$ cat src/rtl/sync_analyzer.sv
// Recovers crtc timing registers from hsync/vsync/hden/vden, regenerates the beam
// position, and publishes a measurement set once per frame with a stability lock.
module sync_analyzer #(
    parameter int W           = 10,
    parameter int LOCK_FRAMES = 2
) (
    input  logic         dotclk_i,
    input  logic         reset_ni,
    input  logic         hsync_i,
    input  logic         vsync_i,
    input  logic         hden_i,
    input  logic         vden_i,
    output logic [W-1:0] x_o,
    output logic [W-1:0] y_o,
    output logic [W-1:0] htotal_o,
    output logic [W-1:0] hsstart_o,
    output logic [W-1:0] hvstart_o,
    output logic [W-1:0] hvend_o,
    output logic [W-1:0] vtotal_o,
    output logic [W-1:0] vsstart_o,
    output logic [W-1:0] vvstart_o,
    output logic [W-1:0] vvend_o,
    output logic         frame_o,
    output logic         locked_o
);
    localparam logic [W-1:0] C_MAX  = {W{1'b1}};
    localparam logic [3:0]   C_LOCK = 4'(LOCK_FRAMES);

    typedef enum logic {SEEK, RUN} state_t;
    state_t r_state;

    logic         r_hs_q, r_vs_q, r_hd_q, r_vd_q;
    logic         w_hs_rise, w_hs_fall, w_vs_rise, w_vs_fall;
    logic         w_hd_rise, w_hd_fall, w_vd_rise, w_vd_fall;
    logic [W-1:0] w_x_nx, w_y_nx;
    logic [W-1:0] r_sh_htotal, r_sh_hsstart, r_sh_hvstart, r_sh_hvend;
    logic [W-1:0] r_sh_vsstart, r_sh_vvstart, r_sh_vvend;
    logic [3:0]   r_match, w_match_nx;
    logic         w_same, w_timeout;

    always_ff @(posedge dotclk_i or negedge reset_ni) begin
        if (!reset_ni) begin
            r_hs_q <= 1'b0;
            r_vs_q <= 1'b0;
            r_hd_q <= 1'b0;
            r_vd_q <= 1'b0;
        end else begin
            r_hs_q <= hsync_i;
            r_vs_q <= vsync_i;
            r_hd_q <= hden_i;
            r_vd_q <= vden_i;
        end
    end

    assign w_hs_rise = hsync_i & ~r_hs_q;
    assign w_hs_fall = ~hsync_i & r_hs_q;
    assign w_vs_rise = vsync_i & ~r_vs_q;
    assign w_vs_fall = ~vsync_i & r_vs_q;
    assign w_hd_rise = hden_i & ~r_hd_q;
    assign w_hd_fall = ~hden_i & r_hd_q;
    assign w_vd_rise = vden_i & ~r_vd_q;
    assign w_vd_fall = ~vden_i & r_vd_q;

    // Both counters saturate so a dead input shows up as a timeout instead of wrapping.
    assign w_x_nx = w_hs_fall ? '0 : (x_o == C_MAX) ? x_o : x_o + W'(1);
    assign w_y_nx = w_vs_fall ? '0 :
                    (w_hs_fall && (y_o != C_MAX)) ? y_o + W'(1) : y_o;

    assign w_timeout = (x_o == C_MAX) || (y_o == C_MAX);

    always_ff @(posedge dotclk_i or negedge reset_ni) begin
        if (!reset_ni) begin
            x_o <= '0;
            y_o <= '0;
        end else begin
            x_o <= w_x_nx;
            y_o <= w_y_nx;
        end
    end

    // Leaving SEEK discards horizontal captures taken while unaligned; a capture
    // in that same cycle still lands because it is written after the clear.
    always_ff @(posedge dotclk_i or negedge reset_ni) begin
        if (!reset_ni) begin
            r_sh_htotal  <= '0;
            r_sh_hsstart <= '0;
            r_sh_hvstart <= '0;
            r_sh_hvend   <= '0;
            r_sh_vsstart <= '0;
            r_sh_vvstart <= '0;
            r_sh_vvend   <= '0;
        end else begin
            if (r_state == SEEK && w_vs_fall) begin
                r_sh_hsstart <= '0;
                r_sh_hvstart <= '0;
                r_sh_hvend   <= '0;
            end
            if (w_hs_fall) r_sh_htotal  <= x_o;
            if (w_hs_rise) r_sh_hsstart <= w_x_nx;
            if (w_hd_rise) r_sh_hvstart <= w_x_nx;
            if (w_hd_fall) r_sh_hvend   <= w_x_nx;
            if (w_vs_rise) r_sh_vsstart <= w_y_nx;
            if (w_vd_rise) r_sh_vvstart <= w_y_nx;
            if (w_vd_fall) r_sh_vvend   <= w_y_nx;
        end
    end

    // vtotal is taken straight from y_o on the publishing vs fall, so it needs no shadow.
    assign w_same = {r_sh_htotal, r_sh_hsstart, r_sh_hvstart, r_sh_hvend,
                     y_o, r_sh_vsstart, r_sh_vvstart, r_sh_vvend} ==
                    {htotal_o, hsstart_o, hvstart_o, hvend_o,
                     vtotal_o, vsstart_o, vvstart_o, vvend_o};

    assign w_match_nx = !w_same ? 4'd0 :
                        (r_match >= C_LOCK) ? C_LOCK : r_match + 4'd1;

    always_ff @(posedge dotclk_i or negedge reset_ni) begin
        if (!reset_ni) begin
            r_state   <= SEEK;
            r_match   <= 4'd0;
            frame_o   <= 1'b0;
            locked_o  <= 1'b0;
            htotal_o  <= '0;
            hsstart_o <= '0;
            hvstart_o <= '0;
            hvend_o   <= '0;
            vtotal_o  <= '0;
            vsstart_o <= '0;
            vvstart_o <= '0;
            vvend_o   <= '0;
        end else begin
            frame_o <= 1'b0;
            case (r_state)
                SEEK: begin
                    if (w_vs_fall) r_state <= RUN;
                end
                RUN: begin
                    if (w_timeout) begin
                        r_state  <= SEEK;
                        r_match  <= 4'd0;
                        locked_o <= 1'b0;
                    end else if (w_vs_fall) begin
                        htotal_o  <= r_sh_htotal;
                        hsstart_o <= r_sh_hsstart;
                        hvstart_o <= r_sh_hvstart;
                        hvend_o   <= r_sh_hvend;
                        vtotal_o  <= y_o;
                        vsstart_o <= r_sh_vsstart;
                        vvstart_o <= r_sh_vvstart;
                        vvend_o   <= r_sh_vvend;
                        frame_o   <= 1'b1;
                        r_match   <= w_match_nx;
                        locked_o  <= (w_match_nx == C_LOCK);
                    end
                end
                default: r_state <= SEEK;
            endcase
        end
    end

endmodule

$ cat config.mk
export PLATFORM = sky130hd
export DESIGN_NAME = sync_analyzer
export DESIGN_NICKNAME = d
export VERILOG_FILES = /design/src/rtl/sync_analyzer.sv
export SDC_FILE = /design/constraint.sdc
export NUM_CORES = 1
export LEC_CHECK = 0
export BUFFER_PORTS_ARGS = -buffer_cell sky130_fd_sc_hd__buf_2
export CAP_MARGIN = 10
export CORE_MARGIN = 2
export CORE_UTILIZATION = 58
export CTS_CLUSTER_DIAMETER = 200
export DETAILED_ROUTE_END_ITERATION = 12
export PLACE_DENSITY = 0.91
export SLEW_MARGIN = 40
export SYNTH_ARGS = -nofsm -noshare
export SYNTH_HDL_FRONTEND = slang
export SYNTH_SLANG_ARGS = --single-unit
$ cat constraint.sdc
create_clock -name dotclk_i -period 2.4 [get_ports dotclk_i]
set_input_delay 0.24 -clock dotclk_i [delete_from_list [all_inputs] [get_ports dotclk_i]]
set_output_delay 0.24 -clock dotclk_i [all_outputs]
set_load 0.01 [all_outputs]
==> parameters.txt <==
Parameter                              Value

Floorplanning
  Starting density of the core    60.0%
  Number of rows created at floorplan    42
  Horiz. Die Dim    121 microns
  Die footprint    0.0148 sq mm
  Die Ht    121 microns
  IO Pins    108
  Core footprint    0.0133 sq mm

Routing
  Total wire length    20700 microns
  Detailed-route vias per instance    6.03
  Post-detailed-route DRC marker count    0
  DRT Pass-1 Iters    5
  Detail-routed net length per standard cell    21.5 microns
  Vias    5799
  Number of antenna-violating nets in the routed design    0
  Iteration-0 DRC Markers    494

Worst setup path
  WP data required    about 2.7 ns
  Buffers & Inverters on Critical Path    1
  Cell with the largest stage delay on the worst path    sky130_fd_sc_hd__nor4_1
  Data arrival, critical path    2.62 ns
  Longest individual stage delay on the worst path    around 0.48 ns
  Category of the worst setup path launch point    flop
  Kind of capture point of the worst setup path    flop
  Classification of the worst setup path    flop to flop
  Critical Path Fanout Max    4
  Critical Path Start    hvstart_o[4]
  FF-to-FF Start    hvstart_o[4]
  Cell type group with the largest total delay on the critical path    simple AND/OR/NAND/NOR gates
  Cells along the critical path    xnor2_1 -> nand4_1 -> nor4_1 -> buf_4 -> nand3_1 -> o41ai_1

Timing
  Part of the cycle the worst path needs    97.0%
  Sum Neg Setup Slack    0 ns
  Worst clock skew    around 0.010 ns
  Setup repair after global routing missed its margin    no
  Transition at the pin with the smallest max-transition slack    just over 0.8 ns
  Worst max-slew margin expressed relative to the limit    46.4%
  Max-slew violation count    0
  Highest clock rate    between 0.4 and 0.5 GHz
  Hold Vio Cnt, Final    0
  Finish-stage setup viols    0
  Final worst path period need    roughly 2.3 ns

Pwr
  Internal power    5.82 mW
  Logic pwr share    between 10% and 20%
  Net switching fraction of the power    29.2%
  Proportion of power drawn by flip-flops and latches    45.6%
  Total chip power    8.22 mW
  Maximum ir drop on the vdd rail    0.459 mV
  Power density normalized to cell area    869 mW/mm^2
  Switching power summed over all nets    ~2.4 mW
  Standby leakage power    4.62 nW
  Clk network pwr share    34.8%

Run
  Max Cap Violations    0

Synthesis
  Proportion of register bits with asynchronous set or reset after synthesis    100%
  Post-synthesis share of cell area spent on full adders, half adders and majority gates    less than 1%
  Number of synthesized register bits    around 180
  Fraction of the mapped netlist area in compound gates    6.96%
  Post-Syn Instances    644
  Dominant cells by area after synthesis    sky130_fd_sc_hd__dfrtp_1 (57%), sky130_fd_sc_hd__mux2_2 (10%), sky130_fd_sc_hd__xnor2_1 (9.5%), sky130_fd_sc_hd__nand2_1 (3.4%), sky130_fd_sc_hd__a22o_1 (2.7%)
  Number of enable-type register cells in the synthesized netlist    0
  Post-synthesis area per instance    12.4 sq um
  Fraction of the yosys area taken by sequential cells    56.6%
  Largest family of logic cells by synthesized area    multiplexers
  Simple-gate share of the synthesized area    11.5%
  Top flip-flop cell by instance count after synthesis    sky130_fd_sc_hd__dfrtp_1
  Synth top area share    56.6%
  Count of yosys warnings during synthesis    0
  Synthesized netlist net count    approximately 650
  Yosys top cell by area    sky130_fd_sc_hd__dfrtp_1
  Number of distinct library cells after synthesis    47
  Share of synthesized area spent on multiplexers    11.9%
  Xor and xnor area share after synthesis    10.1%
  Netlist area before placement    approximately 0.0080 sq mm

GRT
  Residual overflow from global routing    0
  Initial antenna violation count    1
  Total GRT Usage    around 30%
  Vias in the first global route    about 5800
  Largest net degree at the start of global routing    61
  Global-route wire length before repair    32400 microns

Finish
  Net count of the finished layout    just under 800
  Number of antenna cells inserted    0
  Ratio of cells with drive above 1 in the final layout    between 30 and 40%
  Area growth from synthesis to final layout    18.1%

Clocking
  TritonCTS buffer count    17
  Clock edge transition at the registers on the reported setup and hold paths    0.07 ns
  Clock latency reported for the late side of the worst-skew pair    between 0.4 and 0.5 ns
  CTS tree    yes
  Clk buf depth    2
  Number of sinks on the clock net    181
  Clock tree root driver cell    sky130_fd_sc_hd__clkbuf_16
  Setup Buffers After CTS    0
  Total number of H-tree levels    4

Placed design
  Final GP Congestion    0.939
  Final HPWL DP    between 10000 and 15000 microns
  IO buf count    107

Run status
  Outcome    completed

Hold path
  Type of the tightest min-delay check    input port to async pin
## power by group through the flow
| stage | Clock, mW | Combinational [mW] | Sequential (mW) |
|---|---|---|---|
| final | 2.86 | 1.61 | 3.74 |
| after CTS | 2.87 | 1.61 | 3.74 |
| after floorplan | 0 | 0.862 | 3.80 |
| after detailed placement | 0 | 1.57 | 3.79 |
| after global routing | 3.03 | 1.72 | 3.78 |
| after global placement | 0 | 1.55 | 3.76 |
## layer usage
metal | vias up | global-route usage, % | wire, microns
met1 | 2968 | 41.0 | 8620
li1 | 2505 | - | -
met3 | 51 | 5.83 | 1410
met4 | 2 | 14.2 | 808
met2 | 273 | 45.8 | 9840
met5 | - | 0 | 13
## repair_timing
| action | in CTS | in global routing |
|---|---|---|
| endpoints found under the hold margin | 60 | 0 |
| resized for setup | 0 | 0 |
| hold buffers | 5 | 0 |
## synth_stat cells (all sizes together) (8+ instances only)
| library cell | n |
|---|---|
| o21ai | 38 |
| xnor2 | 87 |
| inv | 11 |
| dfrtp | 181 |
| nor2 | 23 |
| nand4 | 23 |
| nand2 | 73 |
| clkbuf | 8 |
| buf | 12 |
| mux2 | 80 |
| nand3 | 9 |
| a22o | 25 |
| nand2b | 10 |
## stage by stage
step	area (sq um)	instances	util, %	setup slack [ns]	hold slack, ns
2_1_floorplan	8010	644	-	0.324	-0.0556
6_report	9460	961	70.9	0.0721	0.353
5_1_grt	9460	961	70.9	0.0228	0.396
3_5_place_dp	8800	925	66.0	0.203	0.256
4_1_cts	9460	961	70.8	0.165	0.366
3_3_place_gp	8800	925	66.0	0.273	0.243
## cell families after synthesis
family	Yosys count
compound gates	82
xor+xnor	92
fa+ha+maj	4
buf+inv	31
flops	181
mux	85
simple gates	169
## worst paths after layout
kind	cells after the start	endpoint	slack, ns
max	6	r_match[2]	0.07
min	2	r_sh_vvend[9]	0.35
max reg2reg	6	r_match[2]	0.07
min reg2reg	1	r_match[3]	0.52
max in group asynchronous	3	vtotal_o[6]	1.32
min in group dotclk_i	2	r_vd_q	0.47
## layout by cell type (no fill, tap or decap), types with 3 or more instances in the layout
cell type / netlist / layout
sky130_fd_sc_hd__a21oi_1: 3 / 3
sky130_fd_sc_hd__a22o_1: 25 / 25
sky130_fd_sc_hd__and2_1: 3 / 3
sky130_fd_sc_hd__buf_12: 0 / 4
sky130_fd_sc_hd__buf_2: 2 / 106
sky130_fd_sc_hd__buf_4: 1 / 14
sky130_fd_sc_hd__bufinv_16: 0 / 3
sky130_fd_sc_hd__clkbuf_1: 8 / 3
sky130_fd_sc_hd__clkbuf_16: 0 / 17
sky130_fd_sc_hd__clkbuf_8: 0 / 3
sky130_fd_sc_hd__dfrtp_1: 181 / 181
sky130_fd_sc_hd__dlygate4sd3_1: 0 / 5
sky130_fd_sc_hd__ha_1: 4 / 4
sky130_fd_sc_hd__inv_1: 11 / 11
sky130_fd_sc_hd__mux2_1: 8 / 8
sky130_fd_sc_hd__mux2_2: 72 / 72
sky130_fd_sc_hd__mux2i_1: 5 / 5
sky130_fd_sc_hd__nand2_1: 72 / 72
sky130_fd_sc_hd__nand2b_1: 10 / 10
sky130_fd_sc_hd__nand3_1: 4 / 4
sky130_fd_sc_hd__nand3_4: 3 / 3
sky130_fd_sc_hd__nand4_1: 22 / 22
sky130_fd_sc_hd__nor2_1: 23 / 23
sky130_fd_sc_hd__nor2b_1: 5 / 4
sky130_fd_sc_hd__nor3_1: 4 / 4
sky130_fd_sc_hd__nor3_4: 3 / 3
sky130_fd_sc_hd__nor4_1: 6 / 6
sky130_fd_sc_hd__o21ai_0: 37 / 37
sky130_fd_sc_hd__o31ai_1: 6 / 6
sky130_fd_sc_hd__xnor2_1: 87 / 87
sky130_fd_sc_hd__xor2_1: 5 / 5
## flip-flops by register name, summed over array words and instances, names as in the netlist, 4 cells and up
signal,cells
hvstart_o,10
vvstart_o,10
r_sh_hvstart,10
x_o,10
r_match,4
vtotal_o,10
hvend_o,10
hsstart_o,10
r_sh_vvstart,10
vsstart_o,10
r_sh_hvend,10
r_sh_htotal,10
vvend_o,10
y_o,10
r_sh_vsstart,10
htotal_o,10
r_sh_vvend,10
r_sh_hsstart,10
## final cells by class
| type | instances | area, sq um |
|---|---|---|
| Fill cell | 913 | 3890 |
| Tap cell | 176 | 220 |
| Timing Repair Buffer | 130 | 777 |
| Inverter | 11 | 41.3 |
| Multi-Input combinational cell | 432 | 3290 |
| Clock inverter | 8 | 124 |
| Sequential cell | 181 | 4530 |
| Clock buffer | 23 | 478 |
(Power assumes the default switching activity.)
